<file path="src/rtl/fpu_result_stage_pkg.sv">
// rtl/fpu_result_stage_pkg.sv - shared FPU result types and flag bit positions
package fpu_result_stage_pkg;

    typedef struct packed {
        logic z;
        logic c;
        logic n;
        logic v;
    } condCode_t;

    typedef struct packed {
        logic invalid;
        logic divzero;
        logic overflow;
        logic underflow;
        logic inexact;
    } opStatusFlag_t;

    typedef struct packed {
        logic       sign;
        logic [4:0] exponent;
        logic [9:0] mantissa;
    } fp16_t;

    localparam int CC_W           = $bits(condCode_t);
    localparam int FLAG_W         = $bits(opStatusFlag_t);
    localparam int FLAG_INVALID   = 4;
    localparam int FLAG_DIVZERO   = 3;
    localparam int FLAG_OVERFLOW  = 2;
    localparam int FLAG_UNDERFLOW = 1;
    localparam int FLAG_INEXACT   = 0;

endpackage

</file>
<file path="src/rtl/fpu_fifo2.sv">
// rtl/fpu_fifo2.sv - two-entry registered FIFO with flush
module fpu_fifo2 #(
    parameter int W = 25
) (
    input  logic         clk,
    input  logic         rst_n,
    input  logic         flush,
    input  logic         push_valid,
    output logic         push_ready,
    input  logic [W-1:0] push_data,
    output logic         pop_valid,
    input  logic         pop_ready,
    output logic [W-1:0] pop_data,
    output logic [1:0]   count,
    output logic         push_fire,
    output logic         pop_fire
);

    logic [W-1:0] mem0_q, mem0_d;
    logic [W-1:0] mem1_q, mem1_d;
    logic         wr_ptr_q, wr_ptr_d;
    logic         rd_ptr_q, rd_ptr_d;
    logic [1:0]   count_q, count_d;

    always_comb begin
        push_ready = (count_q != 2'd2);
        pop_valid  = (count_q != 2'd0);
        push_fire  = push_valid && push_ready && !flush;
        pop_fire   = pop_valid && pop_ready && !flush;
        // Head reads as zero when empty so stale entries never leak out.
        pop_data   = '0;
        if (pop_valid) begin
            pop_data = rd_ptr_q ? mem1_q : mem0_q;
        end

        mem0_d   = mem0_q;
        mem1_d   = mem1_q;
        wr_ptr_d = wr_ptr_q;
        rd_ptr_d = rd_ptr_q;
        count_d  = count_q;
        if (flush) begin
            wr_ptr_d = 1'b0;
            rd_ptr_d = 1'b0;
            count_d  = 2'd0;
        end else begin
            if (push_fire) begin
                if (wr_ptr_q) begin
                    mem1_d = push_data;
                end else begin
                    mem0_d = push_data;
                end
                wr_ptr_d = ~wr_ptr_q;
            end
            if (pop_fire) begin
                rd_ptr_d = ~rd_ptr_q;
            end
            case ({push_fire, pop_fire})
                2'b10:   count_d = count_q + 2'd1;
                2'b01:   count_d = count_q - 2'd1;
                default: count_d = count_q;
            endcase
        end
    end

    always_ff @(posedge clk or negedge rst_n) begin
        if (!rst_n) begin
            mem0_q   <= '0;
            mem1_q   <= '0;
            wr_ptr_q <= 1'b0;
            rd_ptr_q <= 1'b0;
            count_q  <= 2'd0;
        end else begin
            mem0_q   <= mem0_d;
            mem1_q   <= mem1_d;
            wr_ptr_q <= wr_ptr_d;
            rd_ptr_q <= rd_ptr_d;
            count_q  <= count_d;
        end
    end

    assign count = count_q;

endmodule

</file>
<file path="src/rtl/fpu_result_stage.sv">
// rtl/fpu_result_stage.sv - buffers add/sub results and accumulates sticky IEEE flags
module fpu_result_stage
    import fpu_result_stage_pkg::*;
#(
    parameter type FP_T = fp16_t,
    parameter int  FPW  = 16
) (
    input  logic           clk,
    input  logic           rst_n,
    input  logic           in_valid,
    output logic           in_ready,
    input  logic [FPW-1:0] in_result,
    input  logic [3:0]     in_cc,
    input  logic [4:0]     in_flags,
    output logic           out_valid,
    input  logic           out_ready,
    output logic [FPW-1:0] out_result,
    output logic [3:0]     out_cc,
    output logic [4:0]     out_flags,
    output logic [4:0]     acc_flags,
    input  logic           clear_flags,
    input  logic           flush,
    output logic [1:0]     count,
    output logic [15:0]    pop_count
);

    localparam int PW = FPW + CC_W + FLAG_W;

    logic [PW-1:0] head_data;
    logic          push_fire;
    logic          pop_fire;
    FP_T           head_result;
    condCode_t     head_cc;
    opStatusFlag_t head_flags;
    opStatusFlag_t acc_flags_q, acc_flags_d;
    logic [15:0]   pop_count_q, pop_count_d;

    fpu_fifo2 #(
        .W(PW)
    ) u_fifo (
        .clk        (clk),
        .rst_n      (rst_n),
        .flush      (flush),
        .push_valid (in_valid),
        .push_ready (in_ready),
        .push_data  ({in_result, in_cc, in_flags}),
        .pop_valid  (out_valid),
        .pop_ready  (out_ready),
        .pop_data   (head_data),
        .count      (count),
        .push_fire  (push_fire),
        .pop_fire   (pop_fire)
    );

    assign head_result = FP_T'(head_data[PW-1 -: FPW]);
    assign head_cc     = condCode_t'(head_data[FLAG_W +: CC_W]);
    assign head_flags  = opStatusFlag_t'(head_data[FLAG_W-1:0]);
    assign out_result  = FPW'(head_result);
    assign out_cc      = head_cc;
    assign out_flags   = head_flags;

    // Clear is applied first so a same-cycle push still records its flags.
    always_comb begin
        acc_flags_d = acc_flags_q;
        if (clear_flags) begin
            acc_flags_d = '0;
        end
        if (push_fire) begin
            acc_flags_d = acc_flags_d | opStatusFlag_t'(in_flags);
        end
        pop_count_d = pop_count_q;
        if (pop_fire) begin
            pop_count_d = pop_count_q + 16'd1;
        end
    end

    always_ff @(posedge clk or negedge rst_n) begin
        if (!rst_n) begin
            acc_flags_q <= '0;
            pop_count_q <= 16'd0;
        end else begin
            acc_flags_q <= acc_flags_d;
            pop_count_q <= pop_count_d;
        end
    end

    assign acc_flags = acc_flags_q;
    assign pop_count = pop_count_q;

endmodule

</file>
<file path="config.mk">
export PLATFORM = sky130hd
export DESIGN_NAME = fpu_result_stage
export DESIGN_NICKNAME = d
export VERILOG_FILES = /design/src/rtl/fpu_result_stage_pkg.sv /design/src/rtl/fpu_fifo2.sv /design/src/rtl/fpu_result_stage.sv
export SDC_FILE = /design/constraint.sdc
export NUM_CORES = 1
export LEC_CHECK = 0
export CAP_MARGIN = 20
export CORE_MARGIN = 10
export CORE_UTILIZATION = 40
export DETAILED_ROUTE_END_ITERATION = 8
export GPL_TIMING_DRIVEN = 1
export PLACE_DENSITY = 0.7
export SLEW_MARGIN = 15
export SYNTH_ARGS = -nofsm -noshare
export SYNTH_HDL_FRONTEND = slang
export SYNTH_HIERARCHICAL = 1
export SYNTH_SLANG_ARGS = --single-unit
</file>
<file path="constraint.sdc">
create_clock -name clk -period 1.74 [get_ports clk]
set_input_delay 0.174 -clock clk [delete_from_list [all_inputs] [get_ports clk]]
set_output_delay 0.174 -clock clk [all_outputs]
set_load 0.05 [all_outputs]
</file>
After elaboration in Yosys (flattened, before gate mapping)

Index checks and enable logic that the tools add are counted.
W data, S select, Z words.

Add/sub/neg operators: 3
Equality and inequality tests: 3
Mux-type cells: 10
Bitwise logic cells: 4
Reduce and logical (&&, ||, !) cells: 11

Operators with widths:

| cell                    | number |
|---|---|
| $mux W25                | 2 |
| $add A16 B1 Y16 const B | 1 |
| $mux W5                 | 2 |
| $reduce_and A3 Y1       | 2 |
| $reduce_bool A2 Y1      | 3 |
| $or A5 B5 Y5            | 1 |
| $logic_and A1 B1 Y1     | 4 |
| $mux W1                 | 4 |
| $pmux W2 S2             | 1 |
| $not A1 Y1              | 3 |
| $reduce_bool A3 Y1      | 1 |
| $add A2 B1 Y2 const B   | 1 |
| $eq A2 B1 Y1 const B    | 1 |
| $eq A2 B2 Y1 const B    | 1 |
| $mux W2                 | 1 |
| $ne A2 B2 Y1 const B    | 1 |
| $sub A2 B1 Y2 const B   | 1 |
| $logic_not A1 Y1        | 1 |

Bits in registers: 75
Input port bits: 31
Output and inout port bits: 50
Logic and storage cells: 42

Depth between registers and ports, before layout

Gate-level depths: netlist (run 1).

Depth in word-level cells: 6
Gate-level depth with buffers: 5
Mapped depth without buffers: 5

Cells and area by module

The synthesis (run 1) kept the hierarchy.

Modules (own cells, without submodules):

| module           | times used | cells each | area each (um2) | sequential area each (um2) |
|---|---|---|---|---|
| fpu_fifo2        | 1          | 188        | 2,484.9         | 1,351.3 |
| fpu_result_stage | 1          | 78         | 898.4           | 525.5 |

Worst setup path after synthesis (run 1)

OpenSTA, ideal clock, no wires.

Kind: register to register
Start point: register u_fifo.count_q[1] (netlist: u_fifo/count[1])
End point: register u_fifo.mem1_q[0]
Setup time: 125 ps
Arrival time: 2,087 ps
Data required time: 1,615 ps
Setup slack: -471 ps
Stages on the path, launching flop included: 6
Path buffers: 1
Clock period less this slack: 2,211 ps
Cell sequence: dfrtp_1 > nor2b_2 > inv_1 > nand4b_2 > buf_4 > mux2_2

Word-level cells in the longest chain between the ends: 4

Ends and longest elaborated chain:

| item                               | RTL line               | source |
|---|---|---|
| from (decl)                        | fpu_fifo2.sv:23        | `logic [1:0] count_q, count_d;` |
| from (signal assigned)             | fpu_fifo2.sv:77        | `count_q <= count_d;` |
| $ne A2 B2 Y1                       | fpu_fifo2.sv:26        | `push_ready = (count_q != 2'd2);` |
| net in_ready                       | fpu_result_stage.sv:11 | `output logic in_ready,` |
| $logic_and A1 B1 Y1 (2 in series)  | fpu_fifo2.sv:28        | `push_fire = push_valid && push_ready && !flush;` |
| $reduce_and A3 Y1 (no source line) | -                      |  |
| to (signal assigned)               | fpu_fifo2.sv:74        | `mem1_q <= mem1_d;` |
| to (decl)                          | fpu_fifo2.sv:20        | `logic [W-1:0] mem1_q, mem1_d;` |

The timed path passes the listed nets, and every way through them passes these cells.
A chain may end at the register's enable or synchronous reset.

Worst setup path after layout (run 1)

Start point: register acc_flags_q, in the netlist acc_flags[4]
End point: output acc_flags[4]

RTL lines:

| item                   | RTL line               | source |
|---|---|---|
| from (decl)            | fpu_result_stage.sv:35 | `opStatusFlag_t acc_flags_q, acc_flags_d;` |
| from (signal assigned) | fpu_result_stage.sv:82 | `acc_flags_q <= acc_flags_d;` |
| to (decl)              | fpu_result_stage.sv:20 | `output logic [4:0] acc_flags,` |

No word-level cell between the ends.

==> results of run 1 <==
registers in the layout (all words and copies together) (netlist names):
name and flops:
acc_flags 5, pop_count 16, u_fifo/count 2, u_fifo/mem0_q 25
u_fifo/mem1_q 25, u_fifo/rd_ptr_q 1, u_fifo/wr_ptr_q 1
cell families (layout without fill, tap and decap cells):
| family | after synthesis | in the layout |
|---|---|---|
| multiplexers | 77 | 77 |
| XOR/XNOR | 16 | 16 |
| adder cells (fa/ha/maj) | 1 | 1 |
| AO/OA/AOI/OAI | 13 | 13 |
| flip-flops | 75 | 75 |
| AND/OR/NAND/NOR | 66 | 66 |
| buffers and inverters | 18 | 125 |
metal layers:
metal | routed length [um] | vias up | track usage (%)
met5 | 0 | - | 0
li1 | - | 1130 | -
met4 | 57 | 0 | 2.79
met1 | 3450 | 1139 | 14.9
met3 | 479 | 6 | 5.05
met2 | 3870 | 52 | 20.8
what timing repair did:
item	4_1_cts	5_1_grt
cloned	0	0
hold buffers	1	0
gates resized for setup	3	15
hold endpoints to repair	30	0
buffers inserted	0	1
pin swaps	0	1
setup endpoints to repair	19	33
synth_stat cells (2+ instances only):
cell      number
dfrtp_1       75
mux2_2        49
nor2_1        31
mux2i_1       26
nand2_1       13
xor2_1        12
inv_1          7
o21ai_0        7
nor4_1         5
a21oi_1        4
clkbuf_1       4
xnor2_1        4
nand4_1        3
nor3_1         3
buf_2          2
buf_4          2
buf_6          2
mux2_1         2
nand4_2        2
final cells by class:
cell class	count	area, um2	area share [%]
inverters	8	33.8	0.700
clock inverters	2	35.0	0.726
flip-flops and latches	75	1880	39.0
clock buffers	14	163	3.37
well taps	105	131	2.72
multi-input cells	173	1590	33.0
repair buffers	101	987	20.5
where the power goes:
part | total (mW) | leakage [nW] | switching [mW] | internal, mW
Sequential | 2.36 | 0.927 | 0.258 | 2.10
Clock | 1.35 | 0.101 | 0.612 | 0.742
Combinational | 1.70 | 1.24 | 0.917 | 0.782
how the worst max path moves through the flow:
stage                                    end
6_report                        acc_flags[4]
5_1_grt                         acc_flags[0]
4_1_cts                       out_result[13]
3_5_place_dp       pop_count[12]$_DFFE_PN0P_
3_3_place_gp   u_fifo/mem0_q[18]$_DFFE_PN0P_
2_1_floorplan   u_fifo/mem1_q[0]$_DFFE_PN0P_
stage by stage:
step                utilization (%)  cells  hold slack (ps)  worst slack (ps)  cell area (um2)
floorplan                         -    266             -122              -238             3580
global placement               55.3    460              134             -80.0             4550
detailed placement             55.3    460              138              -188             4550
CTS                            58.0    477              318             -17.1             4760
global route                   58.7    478              338             -3.07             4820
finish                         58.7    478              312              34.7             4820
placed cells by master, fill, tap and decap left out, types with 3 or more instances in the layout:
cell type	Yosys	routed
mux2i_1	26	26
mux2_4	0	20
buf_12	0	7
buf_4	2	48
clkbuf_8	0	11
nor2_1	31	9
inv_1	7	6
nor3_1	3	3
o21ai_0	7	7
dlymetal6s2s_1	0	4
nor2_2	0	21
dfrtp_1	75	72
nand4_1	3	3
clkbuf_1	4	3
nand2_1	13	13
nor4_2	0	5
a21oi_1	4	4
buf_6	2	9
dfrtp_2	0	3
xor2_1	12	12
clkdlybuf4s50_1	0	31
xnor2_1	4	4
mux2_2	49	29
==> impl_metrics.tcl, run 1 <==
set metrics [dict create \
    start_util_pct 41.2 \
    cp_num_buf_inv 1 \
    wl_per_cell_um 16.4 \
    hold_violations 0 \
    syn_area_um2 3380 \
    arrival_ps 1530 \
    areaGrowthSynthToFinish_pct 42.6 \
    routed_wl_mm 7.86 \
    clk_pin_slew_worst_paths_ps 80 \
    slew_violations 0 \
    synth_edf_count 0 \
    timing.slew.headroom_pct 65.5 \
    grt_pass1_vias 2545 \
    rr_worst_depth 5 \
    drive_gt1_share_pct 44.8 \
    clock_path_buffers 2 \
    num_vias 2327 \
    p_per_area_nw_per_um2 1120 \
    regToRegStartpoint "u_fifo/count[1]$_DFFE_PN0P_" \
    synth_xor_area_share_pct 4.14 \
    grt_pass1_wl_mm 13.2 \
    crit_family "buffers and inverters" \
    yosysSeqAreaShare_pct 55.5 \
    synth-simple-area-share_pct 10.5 \
    synth_flop_cell "dfrtp_1" \
    power.total_mw 5.41 \
    syn_inst 266 \
    hp-class "in2async" \
    viasPerCell 4.87 \
    cts-htree-levels 3 \
    synth_seq_cells 75 \
    grt.overflow.total 0 \
    async_flop_share_pct 100 \
    final_nets 400 \
    tightest_slew_ps 517 \
    antenna_found_initial 0 \
    period_share_pct 98.0 \
    yosysTopAreaCell "dfrtp_1" \
    maxCapViolCount 0 \
    r2r-end "u_fifo/mem0_q[20]$_DFFE_PN0P_" \
    cts_made_buffers 9 \
    fp.dieW_um 112 \
    critPathLaunchType "flip-flop" \
    cp_max_fo 2 \
    netlist.area_leader.share_pct 55.5 \
    status "finished, final reports clean" \
    drtIter0Drc 73 \
    rrSetupSlack_ps 80 \
    synthDistinctLibCells 32 \
    slowest_delay_ps 820 \
    fp.dieH_um 112 \
    die_area_um2 12500 \
    synth_top_family_by_area "multiplexers" \
    synth_top_cells_by_area "dfrtp_1 (55%), mux2_2 (16%), mux2i_1 (7.7%)" \
    ir_drop_mv 0.762 \
    cts-root-buf "clkbuf_8" \
    cts_tree "done" \
    setup_viol 0 \
    crit_slowest_cell "clkdlybuf4s50_1" \
    clk_latency_ps 340 \
    n_fill_cell 688 \
    grtUsageTotal_pct 12.5 \
    dp_hpwl_mm 5.68 \
    ant_nets 0 \
    first_pass_iters 4 \
    synth_nets 298 \
    drcViolationCount 0 \
    synth_compound_area_share_pct 2.07 \
    worstSetupPathType "reg2out" \
    rows 33 \
    core_um2 8220 \
    crit_start "acc_flags[4]$_DFF_PN0_" \
    setup-tns-final_ps 0 \
    fin_skew_ps 6.88 \
    worstSetupEndpointType "output pin" \
    fmax_mhz 586 \
    port_buffers 80 \
    crit_chain "clkdlybuf4s50_1" \
    path_depth 1 \
    gp_congestion 0.749 \
    io_pins 81 \
    synth.area.mux_share_pct 24.7 \
    num_antenna_cells 0 \
    synthAdderAreaFrac_pct 0.370 \
    synth_warnings 6 \
    fin_crit_ps 1710 \
    worstPathRequired_ps 1570 \
    clock-sinks 75 \
    p_leak_nw 2.27 \
    grt_max_degree 46 \
    avgSynthCellArea_um2 12.7 \
]
Power figures use the tool's default switching activity.
==> inputs of run 2 (changes only) <==
--- a/config.mk
+++ b/config.mk
@@ -10,6 +10,7 @@
 export CORE_UTILIZATION = 40
 export DETAILED_ROUTE_END_ITERATION = 8
 export GPL_TIMING_DRIVEN = 1
+export MAX_ROUTING_LAYER = met4
 export PLACE_DENSITY = 0.7
 export SLEW_MARGIN = 15
 export SYNTH_ARGS = -nofsm -noshare
==> impl_metrics.tcl, run 2 (synthesis gave the netlist of run 1 again) <==
set metrics [dict create \
    cts-root-buf "clkbuf_8" \
    slew_violations 0 \
    routed.top_layer "met4" \
    crit_family "buffers and inverters" \
    routed_wl_mm 7.77 \
    hp-class "in2async" \
    worstSetupEndpointType "output pin" \
    clk_pin_slew_worst_paths_ps 80 \
    grt.overflow.total 0 \
    arrival_ps 1510 \
    cts_tree "done" \
    ant_nets 0 \
    worstPathRequired_ps 1570 \
    drtIter0Drc 62 \
    areaGrowthSynthToFinish_pct 42.6 \
    clk_latency_ps 340 \
    placedCellCount 460 \
    final_nets 400 \
    crit_slowest_cell "clkdlybuf4s50_1" \
    layout_common_cells "dfrtp_1 (72), buf_4 (49), clkdlybuf4s50_1 (30)" \
    post-route-util_pct 58.7 \
    grt_max_degree 46 \
    io_pins 81 \
    dp_hpwl_mm 5.68 \
    fin_ws_ps 52.5 \
    viasPerCell 4.85 \
    cp_num_buf_inv 1 \
    grt_pass1_wl_mm 13.1 \
    drive_gt1_share_pct 44.8 \
    fin_crit_ps 1690 \
    hold_ws_ps 312 \
    route.met3.wl_um 346 \
    cp_max_fo 2 \
    wl_met1_mm 3.56 \
    clock_path_buffers 2 \
    p_per_area_nw_per_um2 1120 \
    hold_violations 0 \
    timing.slew.headroom_pct 65.5 \
    fin_skew_ps 7.47 \
    period_share_pct 97.0 \
    cts-htree-levels 3 \
    worstSetupPathType "reg2out" \
    setup-tns-final_ps 0 \
    core_um2 8220 \
    port_buffers 80 \
    antenna_found_initial 0 \
    rsz0062_at_grt "true" \
    setup_viol 0 \
    start_util_pct 41.2 \
    critPathLaunchType "flip-flop" \
    grt_pass1_vias 2535 \
    swShare_pct 32.9 \
    status "finished, final reports clean" \
    n_fill_cell 687 \
    comb_power_share_pct 31.4 \
    drcViolationCount 0 \
    ir_drop_mv 0.758 \
    fp.dieH_um 112 \
    clock-sinks 75 \
    tightest_slew_ps 517 \
    die_area_um2 12500 \
    maxCapViolCount 0 \
    power.internal_mw 3.62 \
    fp.dieW_um 112 \
    wl_per_cell_um 16.3 \
    grtUsageTotal_pct 13.0 \
    switching_power_mw 1.78 \
    wl_met2_mm 3.80 \
    slowest_delay_ps 810 \
    layout_commonest_cell "dfrtp_1" \
    fmax_mhz 593 \
    num_vias 2318 \
    fin_cells 478 \
    crit_chain "clkdlybuf4s50_1" \
    p_leak_nw 2.28 \
    rows 33 \
    first_pass_iters 4 \
    seqPwrFrac_pct 43.6 \
    dp_slack_ps -188 \
    num_antenna_cells 0 \
    gp_congestion 0.759 \
    clkPwrFrac_pct 25.0 \
    cts_made_buffers 9 \
]
run 2: cell count changes in the layout (fill, tap and decap cells not counted):
| cell | previous run | this run |
|---|---|---|
| buf_4 | 48 | 49 |
| clkdlybuf4s50_1 | 31 | 30 |
| dlymetal6s2s_1 | 4 | 5 |
| buf_6 | 9 | 8 |
run 2: area by class of cell:
class	count	area [um2]	share of cell area (%)
Clock inverter	2	35.0	0.726
Timing Repair Buffer	101	986	20.4
Clock buffer	14	163	3.37
Multi-Input combinational cell	173	1590	33.0
Inverter	8	33.8	0.700
Sequential cell	75	1880	39.0
Tap cell	105	131	2.72
run 2: per-layer routing:
layer | up-vias | GRT usage [%]
met5 | - | -
met4 | 0 | 2.54
met3 | 6 | 4.40
met2 | 51 | 20.7
met1 | 1133 | 15.6
li1 | 1128 | -
run 2: final timing paths:
| check | start | slack (ps) | cells past startpoint | to |
|---|---|---|---|---|
| hold reg to reg | pop_count[15]$_DFFE_PN0P_ | 470 | 1 | pop_count[15]$_DFFE_PN0P_ |
| min in group clk | in_flags[3] | 460 | 3 | acc_flags[3]$_DFF_PN0_ |
| setup reg to reg | u_fifo/count[1]$_DFFE_PN0P_ | 80 | 5 | u_fifo/mem0_q[11]$_DFFE_PN0P_ |
| setup / recovery | acc_flags[0]$_DFF_PN0_ | 50 | 1 | acc_flags[0] |
| max in group asynchronous | rst_n | 840 | 3 | u_fifo/count[0]$_DFFE_PN0P_ |
| hold / removal | rst_n | 310 | 2 | u_fifo/mem1_q[17]$_DFFE_PN0P_ |
run 2: metrics by stage:
stage | area (um2) | power (mW)
6_report | 4820 | 5.40
5_1_grt | 4820 | 5.71
4_1_cts | 4760 | 5.46
3_5_place_dp | 4550 | 4.07
3_3_place_gp | 4550 | 4.03
2_1_floorplan | 3580 | 3.51
run 2: worst register-to-register path: cells and delay by family (launching register included):
kind | cells | cell delay, ps
flops | 1 | 460
mux | 1 | 370
simple gates | 2 | 350
buf+inv | 2 | 370
run 2: repair_timing:
action	4_1_cts	5_1_grt
gates resized for setup	3	15
hold buffers	1	0
pin swaps	0	1
buffers inserted	0	1
endpoints found under the hold margin	30	0
cloned	0	0
setup endpoints to repair	19	35
run 2: power groups by stage:
stage	clock [mW]	combinational (mW)	sequential, mW
5_1_grt	1.49	1.81	2.41
6_report	1.35	1.69	2.35
3_3_place_gp	0	1.67	2.37
3_5_place_dp	0	1.69	2.38
2_1_floorplan	0	0.978	2.53
4_1_cts	1.40	1.70	2.35
